[config.mk]
export PLATFORM = sky130hd
export DESIGN_NAME = remote_load_latency_stats
export DESIGN_NICKNAME = d
export VERILOG_FILES = /design/src/rtl/remote_load_latency_stats_pkg.sv /design/src/rtl/remote_load_latency_stats_bin_index.sv /design/src/rtl/remote_load_latency_stats.sv
export SDC_FILE = /design/constraint.sdc
export NUM_CORES = 2
export LEC_CHECK = 0
export CORE_MARGIN = 8
export CORE_UTILIZATION = 45
export CTS_BUF_LIST = sky130_fd_sc_hd__clkbuf_4
export DETAILED_ROUTE_END_ITERATION = 12
export SKIP_CTS_REPAIR_TIMING = 1
export SLEW_MARGIN = 5
export SYNTH_ARGS = -nofsm -noshare
export SYNTH_HDL_FRONTEND = slang
export SYNTH_SLANG_ARGS = --single-unit
export TNS_END_PERCENT = 30
[constraint.sdc]
create_clock -name clk_i -period 4.6 [get_ports clk_i]
set_input_delay 0.69 -clock clk_i [delete_from_list [all_inputs] [get_ports clk_i]]
set_output_delay 0.69 -clock clk_i [all_outputs]
set_load 0.01 [all_outputs]
[src/rtl/remote_load_latency_stats_pkg.sv]
// Shared definitions for the remote-load latency statistics block:
// event type encoding, query field selects and the per-type statistics record.
package remote_load_latency_stats_pkg;

  typedef enum logic [1:0] {
    e_rl_stat_int    = 2'd0,
    e_rl_stat_float  = 2'd1,
    e_rl_stat_icache = 2'd2,
    e_rl_stat_rsvd   = 2'd3
  } rl_stat_type_e;

  // rd_sel_i encodings; bin k is read at rl_sel_bin0 + k
  localparam logic [4:0] rl_sel_count = 5'd0;
  localparam logic [4:0] rl_sel_sum   = 5'd1;
  localparam logic [4:0] rl_sel_max   = 5'd2;
  localparam logic [4:0] rl_sel_min   = 5'd3;
  localparam logic [4:0] rl_sel_bin0  = 5'd4;

  localparam int rl_stat_num_types = 3;
  localparam int rl_stat_field_w   = 64;

  // Scalar statistics of one type, zero-extended to a common width for readout
  typedef struct packed {
    logic [rl_stat_field_w-1:0] count;
    logic [rl_stat_field_w-1:0] sum;
    logic [rl_stat_field_w-1:0] lat_max;
    logic [rl_stat_field_w-1:0] lat_min;
  } rl_stat_s;

endpackage

[src/rtl/remote_load_latency_stats_bin_index.sv]
// Log2 histogram bin selection: index of the highest set bit, with latencies
// below 2 in bin 0 and everything at or above 2^(num_bins_p-1) clamped to the top bin.
module rl_latency_bin_index #(
  parameter int num_bins_p      = 8,
  parameter int latency_width_p = 32,
  parameter int bin_w_p         = $clog2(num_bins_p)
) (
  input  logic [latency_width_p-1:0] i_latency,
  output logic [bin_w_p-1:0]         o_bin
);

  logic w_clamp;

  assign w_clamp = |i_latency[latency_width_p-1:num_bins_p-1];

  always_comb begin
    o_bin = '0;
    // ascending scan so the highest set bit wins; bit 0 maps to bin 0 as well
    for (int k = 0; k < num_bins_p - 1; k++) begin
      if (i_latency[k]) o_bin = bin_w_p'(k);
    end
    if (w_clamp) o_bin = bin_w_p'(num_bins_p - 1);
  end

endmodule

[src/rtl/remote_load_latency_stats.sv]
// Per-type remote load latency statistics: count, sum, max, min and a log2
// histogram, fed through a one-entry stage register and read by a registered query port.
module remote_load_latency_stats
  import remote_load_latency_stats_pkg::*;
#(
  parameter int num_bins_p      = 8,
  parameter int latency_width_p = 32,
  parameter int count_width_p   = 32,
  parameter int sum_width_p     = 48
) (
  input  logic                       clk_i,
  input  logic                       reset_n_i,
  input  logic                       v_i,
  input  logic [1:0]                 type_i,
  input  logic [latency_width_p-1:0] latency_i,
  output logic                       ready_o,
  input  logic                       clear_i,
  input  logic                       rd_v_i,
  input  logic [1:0]                 rd_type_i,
  input  logic [4:0]                 rd_sel_i,
  output logic                       rd_v_o,
  output logic [sum_width_p-1:0]     rd_data_o,
  output logic                       overflow_o
);

  localparam int bin_w_lp = $clog2(num_bins_p);

  logic                       r_ready_en;
  logic                       r_stage_v;
  logic [1:0]                 r_stage_type;
  logic [latency_width_p-1:0] r_stage_lat;
  logic                       r_overflow;
  logic                       r_rd_v;
  logic [sum_width_p-1:0]     r_rd_data;

  logic                         w_accept;
  logic [bin_w_lp-1:0]          w_bin_idx;
  logic [rl_stat_num_types-1:0] w_sat;
  logic [sum_width_p-1:0]       w_type_rd [rl_stat_num_types];
  logic [sum_width_p-1:0]       w_rd_data;

  // clear_i blocks acceptance so the cycle's event is dropped with the stats
  assign ready_o    = r_ready_en & ~clear_i;
  assign w_accept   = v_i & ready_o;
  assign rd_v_o     = r_rd_v;
  assign rd_data_o  = r_rd_data;
  assign overflow_o = r_overflow;

  always_ff @(posedge clk_i or negedge reset_n_i) begin
    if (!reset_n_i) begin
      r_ready_en   <= 1'b0;
      r_stage_v    <= 1'b0;
      r_stage_type <= 2'd0;
      r_stage_lat  <= '0;
    end else begin
      r_ready_en <= 1'b1;
      r_stage_v  <= w_accept;
      if (w_accept) begin
        r_stage_type <= type_i;
        r_stage_lat  <= latency_i;
      end
    end
  end

  rl_latency_bin_index #(
    .num_bins_p      (num_bins_p),
    .latency_width_p (latency_width_p),
    .bin_w_p         (bin_w_lp)
  ) u_bin_index (
    .i_latency (r_stage_lat),
    .o_bin     (w_bin_idx)
  );

  genvar gi;
  generate
    for (gi = 0; gi < rl_stat_num_types; gi++) begin : g_type
      logic [count_width_p-1:0]   r_count;
      logic [sum_width_p-1:0]     r_sum;
      logic [latency_width_p-1:0] r_max;
      logic [latency_width_p-1:0] r_min;
      logic [count_width_p-1:0]   r_bins [num_bins_p];

      logic                     w_hit;
      logic [count_width_p:0]   w_cnt_add;
      logic [sum_width_p:0]     w_sum_add;
      logic [count_width_p:0]   w_bin_add;
      logic [count_width_p-1:0] w_cnt_next;
      logic [sum_width_p-1:0]   w_sum_next;
      logic [count_width_p-1:0] w_bin_next;
      rl_stat_s                 w_fields;
      logic [sum_width_p-1:0]   w_rd;

      assign w_hit = r_stage_v & (r_stage_type == 2'(gi));

      // carry out of each adder clamps the result to all-ones
      assign w_cnt_add  = {1'b0, r_count} + {{count_width_p{1'b0}}, 1'b1};
      assign w_sum_add  = {1'b0, r_sum} + (sum_width_p + 1)'(r_stage_lat);
      assign w_bin_add  = {1'b0, r_bins[w_bin_idx]} + {{count_width_p{1'b0}}, 1'b1};
      assign w_cnt_next = w_cnt_add[count_width_p] ? '1 : w_cnt_add[count_width_p-1:0];
      assign w_sum_next = w_sum_add[sum_width_p] ? '1 : w_sum_add[sum_width_p-1:0];
      assign w_bin_next = w_bin_add[count_width_p] ? '1 : w_bin_add[count_width_p-1:0];

      assign w_sat[gi] = w_hit & ((&w_cnt_next) | (&w_sum_next) | (&w_bin_next));

      always_ff @(posedge clk_i or negedge reset_n_i) begin
        if (!reset_n_i) begin
          r_count <= '0;
          r_sum   <= '0;
          r_max   <= '0;
          r_min   <= '1;
          for (int b = 0; b < num_bins_p; b++) r_bins[b] <= '0;
        end else if (clear_i) begin
          r_count <= '0;
          r_sum   <= '0;
          r_max   <= '0;
          r_min   <= '1;
          for (int b = 0; b < num_bins_p; b++) r_bins[b] <= '0;
        end else if (w_hit) begin
          r_count <= w_cnt_next;
          r_sum   <= w_sum_next;
          if (r_stage_lat > r_max) r_max <= r_stage_lat;
          if (r_stage_lat < r_min) r_min <= r_stage_lat;
          r_bins[w_bin_idx] <= w_bin_next;
        end
      end

      always_comb begin
        w_fields = '{
          count:   rl_stat_field_w'(r_count),
          sum:     rl_stat_field_w'(r_sum),
          lat_max: rl_stat_field_w'(r_max),
          lat_min: rl_stat_field_w'(r_min)
        };
        w_rd = '0;
        case (rd_sel_i)
          rl_sel_count: w_rd = sum_width_p'(w_fields.count);
          rl_sel_sum:   w_rd = sum_width_p'(w_fields.sum);
          rl_sel_max:   w_rd = sum_width_p'(w_fields.lat_max);
          rl_sel_min:   w_rd = sum_width_p'(w_fields.lat_min);
          default: begin
            // selects past the last bin fall through and read as zero
            for (int k = 0; k < num_bins_p; k++) begin
              if (rd_sel_i == 5'(int'(rl_sel_bin0) + k)) w_rd = sum_width_p'(r_bins[k]);
            end
          end
        endcase
      end

      assign w_type_rd[gi] = w_rd;
    end
  endgenerate

  always_comb begin
    w_rd_data = '0;
    case (rl_stat_type_e'(rd_type_i))
      e_rl_stat_int:    w_rd_data = w_type_rd[0];
      e_rl_stat_float:  w_rd_data = w_type_rd[1];
      e_rl_stat_icache: w_rd_data = w_type_rd[2];
      default:          w_rd_data = '0;
    endcase
  end

  // the query samples the stats before this edge's update or clear lands
  always_ff @(posedge clk_i or negedge reset_n_i) begin
    if (!reset_n_i) begin
      r_rd_v    <= 1'b0;
      r_rd_data <= '0;
    end else begin
      r_rd_v <= rd_v_i;
      if (rd_v_i) r_rd_data <= w_rd_data;
    end
  end

  always_ff @(posedge clk_i or negedge reset_n_i) begin
    if (!reset_n_i) begin
      r_overflow <= 1'b0;
    end else if (clear_i) begin
      r_overflow <= 1'b0;
    end else if (|w_sat) begin
      r_overflow <= 1'b1;
    end
  end

endmodule

* Word level (Yosys, flattened, before mapping)
Index checks and enable logic that the tools add are counted.
Widths: inputs -> output; s select.
** Word-level totals
- ROM bits :: 0
- Input bits :: 46
- Bits in registers :: 1286
- Word-level logic and storage cells :: 218
- Memory bits (writable) :: 0
- Memories :: 0
- Output and inout bits :: 51
- Latch bits :: 0
** Operators by class
- Mux-type cells :: 96
- $mul :: 0
- Order comparisons :: 8
- Bitwise logic cells :: 16
- Add/subtract/negate cells :: 9
- Reductions and logical operators :: 31
- Equality and inequality tests :: 15
- Shift operators :: 0
- Div/mod/pow operators :: 0
** Operators by type and width (count)
- $mux 256 :: 6
- $mux 48 :: 30
- $mux 32 :: 40
- $bwmux 256 :: 3
- $pmux 48 s4 :: 3
- $bmux 32 s3 :: 3
- $add 32x1->33 const B :: 6
- $reduce_and 32->1 :: 6
- $add 48x32->49 :: 3
- $pmux 48 s3 :: 1
- $reduce_and 48->1 :: 3
- $demux 32 s3 :: 1
- $gt 32x32->1 :: 3
- $lt 32x32->1 :: 3
- $reduce_or 25->1 :: 1
- $eq 5x3->1 const B :: 4
- $eq 5x4->1 const B :: 4
- $reduce_bool 2->1 :: 10
- $mux 3 :: 4
- $reduce_and 2->1 :: 6
- $eq 5x2->1 const B :: 2
- $and 1x1->1 :: 8
- $or 1x1->1 :: 6
- $eq 5x1->1 const B :: 1
- 12 further kinds :: 18

* Logic depth before layout (Yosys ltp)
- Word-level depth :: 19
- Gate-level depth with buffers :: 25

* Cells and area by module
From an unflattened synthesis, not the netlist that was laid out.
** Second synthesis, totals
- Cells, all modules :: 8407
- Area total of the unflattened synthesis :: 79789.0 um^2
** By module, submodules not included
- remote_load_latency_stats :: times used 1, area an instance 79686.4 um^2, seq. area each 32301.0 um^2, cells an instance 8388
- rl_latency_bin_index :: times used 1, area an instance 102.6 um^2, seq. area each 0.0 um^2, cells an instance 19

* Worst setup path before layout
No wires, ideal clock.
- Path type :: reg-to-reg
- Start point :: register r_stage_lat[12]
- End point :: register r_overflow (netlist: overflow_o)
- Clock period less this slack :: 5.054 ns
- Library setup time :: 0.065 ns
- Data required time :: 4.535 ns
- Cell stages (with the launch flop) :: 21
- Arrival time :: 4.989 ns
- Path slack :: -0.454 ns
- Cell sequence :: dfrtp_1 > buf_2 > nor4_2 > and4_4 > nand2_4 > buf_6 > buf_6 > buf_6 > o31ai_1 > ha_1 > nand3_1 > o32ai_1 > o2111ai_2 > nor4b_4 > nand3_1 > mux2i_1 > nor3_1 > nand3_1 > or4_1 > nor4bb_1 > nand2_1
** On the way
- Cells in the longest elaborated chain, start to end :: 13
- Elaborated cells between the ends (all ways) :: 41
- Classes of those cells :: 6 x add/sub; 16 x mux; 10 x bitwise; 9 x reduce/logical
** RTL lines
- start, declared :: line remote_load_latency_stats.sv:31 : logic [latency_width_p-1:0] r_stage_lat;
- start signal, assigned :: line remote_load_latency_stats.sv:60 : r_stage_lat <= latency_i;
- $reduce_or 25->1 :: line remote_load_latency_stats_bin_index.sv:14 : assign w_clamp = |i_latency[latency_width_p-1:num_bins_p-1];
- $mux 3 :: line remote_load_latency_stats_bin_index.sv:22 : if (w_clamp) o_bin = bin_w_p'(num_bins_p - 1);
- $not 3->4 (implied by the code) :: line remote_load_latency_stats.sv:98 : assign w_bin_add = {1'b0, r_bins[w_bin_idx]} + {{count_width_p{1'b0}}, 1'b1};
- $bmux 32 s3 :: line remote_load_latency_stats.sv:98
- $mux 32 (implied by the code) (2 in a row) :: line remote_load_latency_stats.sv:98
- $add 32x1->33 :: line remote_load_latency_stats.sv:98
- $mux 32 :: line remote_load_latency_stats.sv:101 : assign w_bin_next = w_bin_add[count_width_p] ? '1 : w_bin_add[count_width_p-1:0];
- $reduce_and 32->1 :: line remote_load_latency_stats.sv:103 : assign w_sat[gi] = w_hit & ((&w_cnt_next) | (&w_sum_next) | (&w_bin_next));
- $or 1x1->1 :: line remote_load_latency_stats.sv:103
- $and 1x1->1 :: line remote_load_latency_stats.sv:103
- $reduce_or 3->1 * :: line remote_load_latency_stats.sv:179 : end else if (|w_sat) begin
- $reduce_bool 2->1 (no source line) *
- end signal, assigned :: line remote_load_latency_stats.sv:176 : r_overflow <= 1'b0;
- end signal, assigned :: line remote_load_latency_stats.sv:178 : r_overflow <= 1'b0;
- end signal, assigned :: line remote_load_latency_stats.sv:180 : r_overflow <= 1'b1;
- end, declared :: line remote_load_latency_stats.sv:32 : logic r_overflow;
Every way passes the cells marked *; elsewhere a longest branch is shown, timed or not. The select of a mux whose other input is x is not followed.
A chain may end at the register's enable or synchronous reset.

* Worst setup path in the final report
- Start point :: register r_stage_lat[4]
- End point :: register r_overflow (netlist: overflow_o)
** On the way
- Cells in the longest elaborated chain, start to end :: 15
- Elaborated cells between the ends (all ways) :: 43
- Classes of those cells :: 6 x add/sub; 19 x mux; 10 x bitwise; 8 x reduce/logical
** RTL lines
- $mux 3 (3 in a row) :: line remote_load_latency_stats_bin_index.sv:20 : if (i_latency[k]) o_bin = bin_w_p'(k);
- $mux 3 :: line remote_load_latency_stats_bin_index.sv:22
- $not 3->4 (implied by the code) :: line remote_load_latency_stats.sv:98
- $bmux 32 s3 :: line remote_load_latency_stats.sv:98
- $mux 32 (implied by the code) (2 in a row) :: line remote_load_latency_stats.sv:98
- $add 32x1->33 :: line remote_load_latency_stats.sv:98
- $mux 32 :: line remote_load_latency_stats.sv:101
- $reduce_and 32->1 :: line remote_load_latency_stats.sv:103
- $or 1x1->1 :: line remote_load_latency_stats.sv:103
- $and 1x1->1 :: line remote_load_latency_stats.sv:103
- $reduce_or 3->1 * :: line remote_load_latency_stats.sv:179
- $reduce_bool 2->1 (no source line) *
Marked as above.

==> summary by stage <==
Timing
On the final layout, the worst hold slack is -0.0369 ns. The count of final hold-check violations is 5. Of the available clock period, the critical path in the final layout requires 106%. The clock period minus final worst setup slack is approximately 4.9 ns. Setup repair after global routing could not meet its margin everywhere. The final-report setup violation count is 1. Timing would allow up to between 200 and 250 MHz.

Once routing completed, OpenROAD measured the worst setup slack at -0.263 ns. The worst slew margin relative to its limit is between 10 and 15%. The final count of pins violating max slew is 0. Between clock sinks in the finished design, the worst skew comes to 0.122 ns. Setup total negative slack on the finished layout was measured at -0.263 ns. The transition time at the pin with the least slew margin is about 1.3 ns.

Power and ir drop
The peak supply drop is around 0.00025 V. Combinational logic burns approximately a fifth of the power. For this design the static power due to leakage is 0.0417 uW. The share of total power dissipated in sequential elements is ~40%. The total power per unit cell area is roughly 310 nW/um^2.

The clock network is responsible for 38.3% of the overall power. The cell-internal power is around 19000 uW. The net switching power of the design is 9620 uW.

The switching share of total power is 33.2%.

Die
The overall die area is 188000 um^2. The die boundary width is about 430 um. The floorplan step defined a core boundary enclosing approximately 170000 um^2. For this configuration, the core starts out at a cell density of a little under half. In this run the count of I/O pins placed on the die edge is 97. The die extent in y is between 400 and 500 um. In this run the core area contains approximately 150 standard-cell rows.

Yosys
Summing every instance area after synthesis gives ~78000 um^2. The post-synthesis instance total is between 8000 and 9000. The most repeated cell in the gate-level netlist after synthesis is sky130_fd_sc_hd__dfrtp_1. The synthesized area per cell is around 9.0 um^2. The share of flip-flops with an asynchronous set or reset after synthesis is between 90% and 100%.

The post-synth net total is 9082. Sequential elements use between 40% and 50% of the synthesized area. The count of synthesis-stage warnings from yosys is 0. Counting instances in the post-synthesis netlist gives the leading cell types as 1190 x sky130_fd_sc_hd__dfrtp_1, 1136 x sky130_fd_sc_hd__nand2_1, 1046 x sky130_fd_sc_hd__o21ai_0. For this run, the leading register cell type out of synthesis is sky130_fd_sc_hd__dfrtp_1. The share of the synthesized area in the top cell type is a little under two fifths. The unique cell type count in the Yosys netlist is approximately 110.

The count of state elements after synthesis is 1286. The synthesized design contains 0 enable-type register cells. After synthesis, the cell types taking the most area are sky130_fd_sc_hd__dfrtp_1 38%, sky130_fd_sc_hd__o21ai_0 6.7%, sky130_fd_sc_hd__nand2_1 5.4%, sky130_fd_sc_hd__ha_1 4.7%, sky130_fd_sc_hd__dfstp_2 3.2%. sky130_fd_sc_hd__dfrtp_1 takes more of the synthesized area than any other cell.

Setup path
Data arrives at the worst endpoint at between 6 and 7 ns. The type of the worst setup path is reg2reg. Of all nets on the critical path, the largest fanout is 15. The startpoint type of the worst setup path is a flop.

The worst setup path is captured at a flop. Data on the critical path is required at its endpoint by 5.90 ns.

Outcome
The checks that failed: negative hold slack, negative setup slack. The run finished, with violations left.

Drt
The number of nets still failing antenna checks after routing is 0. The routed wirelength normalized by instance count is roughly 30 um. The DRC marker count from the first detailed-route iteration is about 11000. The detail-routed via count per cell is around 6.6. The routed via count is ~81000. The number of optimization iterations in the first detailed-route pass is 7. The DRC violation count after routing is 0. Summed over all layers, the routed wires come to 369 mm.

Global routing
The first global-routing pass estimated between 500 and 600 mm of wire. The pin count of the biggest net entering global routing is 120. The initial antenna violation count came to 27. After global routing the overflow that remains totals 0. Global routing consumed, over all layers together, a little under two fifths of the routing resources. The via count of the first global-routing pass is roughly 78000.

Cells and area
The share of layout cells above drive strength 1 is a little over a fifth. Once layout is done, the placed cells without fillers occupy 93900 um^2. The area growth from synthesis to final layout is 19.9%. Measured on the finished design, the core utilization comes to between 50% and 60%. After the last flow step, the layout net total stands at between 9000 and 10000.

Place
The placed instances occupy a cell area of roughly 88000 um^2. Input and output buffers added on the ports amount to 96. The placed wire-length estimate is around 260 mm. At the end of routability-driven placement, the weighted congestion stood at approximately 1.0. Prior to clock tree synthesis, the placed netlist has a worst setup slack of -0.572 ns.

Min path
The worst hold path belongs to the class in2async.

CTS
The root buffer cell is sky130_fd_sc_hd__clkbuf_4. The clock tree from TritonCTS is yes. For the worst-skew pair, the clock arrives at the later sink with an insertion delay of ~1.4 ns.

For this design, the sink count on the clock tree is approximately 1300. The number of CTS-inserted buffers is 381. The depth of the CTS H-tree is 5. The clock transition at the registers of the reported paths is ~0.070 ns. The clock passes through at most 4 buffers.

Flow run
The tool flagged a number of max-cap violations equal to 0.
[cells in the final DEF (no fill, tap or decap), types with 60 or more instances in the layout]
| master | synthesis | final |
|---|---|---|
| sky130_fd_sc_hd__buf_4 | 13 | 932 |
| sky130_fd_sc_hd__and3_1 | 69 | 67 |
| sky130_fd_sc_hd__mux2i_1 | 147 | 146 |
| sky130_fd_sc_hd__nor2_1 | 520 | 513 |
| sky130_fd_sc_hd__o221ai_1 | 106 | 104 |
| sky130_fd_sc_hd__a22o_1 | 234 | 234 |
| sky130_fd_sc_hd__nand2_1 | 1136 | 1134 |
| sky130_fd_sc_hd__dfrtp_1 | 1190 | 1173 |
| sky130_fd_sc_hd__a22oi_1 | 199 | 199 |
| sky130_fd_sc_hd__nand3_1 | 235 | 231 |
| sky130_fd_sc_hd__clkinv_1 | 1 | 60 |
| sky130_fd_sc_hd__clkbuf_4 | 0 | 579 |
| sky130_fd_sc_hd__ha_1 | 291 | 289 |
| sky130_fd_sc_hd__xnor2_1 | 112 | 109 |
| sky130_fd_sc_hd__clkdlybuf4s50_1 | 0 | 89 |
| sky130_fd_sc_hd__o22ai_1 | 107 | 107 |
| sky130_fd_sc_hd__o21ai_0 | 1046 | 1039 |
| sky130_fd_sc_hd__inv_1 | 273 | 270 |
| sky130_fd_sc_hd__o31ai_1 | 132 | 113 |
| sky130_fd_sc_hd__a221oi_1 | 76 | 75 |
| sky130_fd_sc_hd__a21oi_1 | 356 | 335 |
| sky130_fd_sc_hd__nor3_1 | 165 | 157 |
| sky130_fd_sc_hd__nand4_1 | 146 | 146 |
| sky130_fd_sc_hd__a31oi_1 | 182 | 174 |
| sky130_fd_sc_hd__buf_12 | 0 | 67 |
| sky130_fd_sc_hd__dfstp_2 | 96 | 96 |
| sky130_fd_sc_hd__a21o_1 | 104 | 104 |
| sky130_fd_sc_hd__nor2b_1 | 112 | 108 |
| sky130_fd_sc_hd__mux4_2 | 96 | 96 |
| sky130_fd_sc_hd__a211oi_1 | 74 | 70 |
| sky130_fd_sc_hd__nor3b_1 | 79 | 76 |
| sky130_fd_sc_hd__xor2_1 | 69 | 68 |
[registers in the layout, summed over array words and instances (netlist names)]
name            cells
g_type.r_bins     768
g_type.r_sum      144
g_type.r_count     96
g_type.r_max       96
g_type.r_min       96
rd_data_o          48
r_stage_lat        32
r_stage_type        2
overflow_o          1
r_ready_en          1
r_stage_v           1
rd_v_o              1
[worst max-delay path, cell delays in order, from the launching register on]
cell and delay [ns]:
sky130_fd_sc_hd__dfrtp_4 0.54, sky130_fd_sc_hd__buf_2 0.20, sky130_fd_sc_hd__nand2b_4 0.14, sky130_fd_sc_hd__buf_12 0.12, sky130_fd_sc_hd__buf_4 0.23, sky130_fd_sc_hd__buf_4 0.17, sky130_fd_sc_hd__buf_12 0.17, sky130_fd_sc_hd__o211a_1 0.17
sky130_fd_sc_hd__a211oi_1 0.05, sky130_fd_sc_hd__o41ai_1 0.34, sky130_fd_sc_hd__buf_4 0.21, sky130_fd_sc_hd__nand4_1 0.20, sky130_fd_sc_hd__nor4b_2 0.34, sky130_fd_sc_hd__buf_4 0.16, sky130_fd_sc_hd__and3_1 0.31, sky130_fd_sc_hd__buf_4 0.17
sky130_fd_sc_hd__nor2_1 0.05, sky130_fd_sc_hd__nand4b_1 0.21, sky130_fd_sc_hd__or4_4 0.63, sky130_fd_sc_hd__nor4bb_4 0.24, sky130_fd_sc_hd__nand2_2 0.08
[layout make-up]
class / instances / area [um^2]
Fill cell: 16226 / 79500
Clock buffer: 579 / 4350
Inverter: 274 / 1040
Clock inverter: 76 / 305
Multi-Input combinational cell: 6502 / 43200
Tap cell: 2325 / 2910
Antenna cell: 16 / 40.0
Sequential cell: 1286 / 32300
Timing Repair Buffer: 1127 / 9690
[path summary, 6_finish.rpt]
kind                                            start  cells after the start  slack, ns                           endpoint
min in group clk_i                      latency_i[10]                      3       0.02        r_stage_lat[10]$_DFFE_PN0P_
hold reg to reg             rd_data_o[21]$_DFFE_PN0P_                      1       0.48          rd_data_o[21]$_DFFE_PN0P_
hold / removal                              reset_n_i                      2      -0.04  g_type[1].r_bins[135]$_DFFE_PN0P_
setup reg to reg           r_stage_lat[4]$_DFFE_PN0P_                     20      -0.26             overflow_o$_DFFE_PN0P_
max in group asynchronous                   reset_n_i                      3       3.22        r_stage_lat[25]$_DFFE_PN0P_
setup / recovery           r_stage_lat[4]$_DFFE_PN0P_                     20      -0.26             overflow_o$_DFFE_PN0P_
[per-layer routing]
metal | global-route usage [%] | wire length [um]
met1 | 48.7 | 143000
met5 | 0.615 | 286
met3 | 12.2 | 43400
met2 | 55.1 | 154000
met4 | 24.4 | 28600
[power groups by stage]
stage          registers [uW]  logic [uW]  clock network (uW)
4_1_cts                 11700        5910               11200
6_report                11700        6180               11100
5_1_grt                 11700        6470               11900
3_3_place_gp            11900        5830                   0
3_5_place_dp            11900        5880                   0
2_1_floorplan           11900        2950                   0
[cell families (layout without fill, tap and decap cells)]
family | count (synthesis) | in the layout | synth area share (%)
muxes | 253 | 253 | 4.78
adders and majority gates | 294 | 294 | 4.73
xor gates and xnor gates | 181 | 181 | 2.02
and+or+nand+nor | 2717 | 2717 | 16.4
DFF | 1286 | 1286 | 41.3
other | 1 | 17 | 0.00479
buffers and inverters | 954 | 2056 | 4.87
AOI/OAI and AO/OA | 3056 | 3056 | 25.9
[stage by stage]
| step | hold slack [ns] | total power, uW | std cells |
|---|---|---|---|
| floorplan | 0.394 | 14900 | 8742 |
| global placement | 0.463 | 17700 | 11464 |
| detailed placement | 0.471 | 17800 | 11464 |
| CTS | -0.760 | 28900 | 12119 |
| global route | -0.0205 | 30000 | 12176 |
| finish | -0.0369 | 29000 | 12185 |
Power figures use the tool's default switching activity.
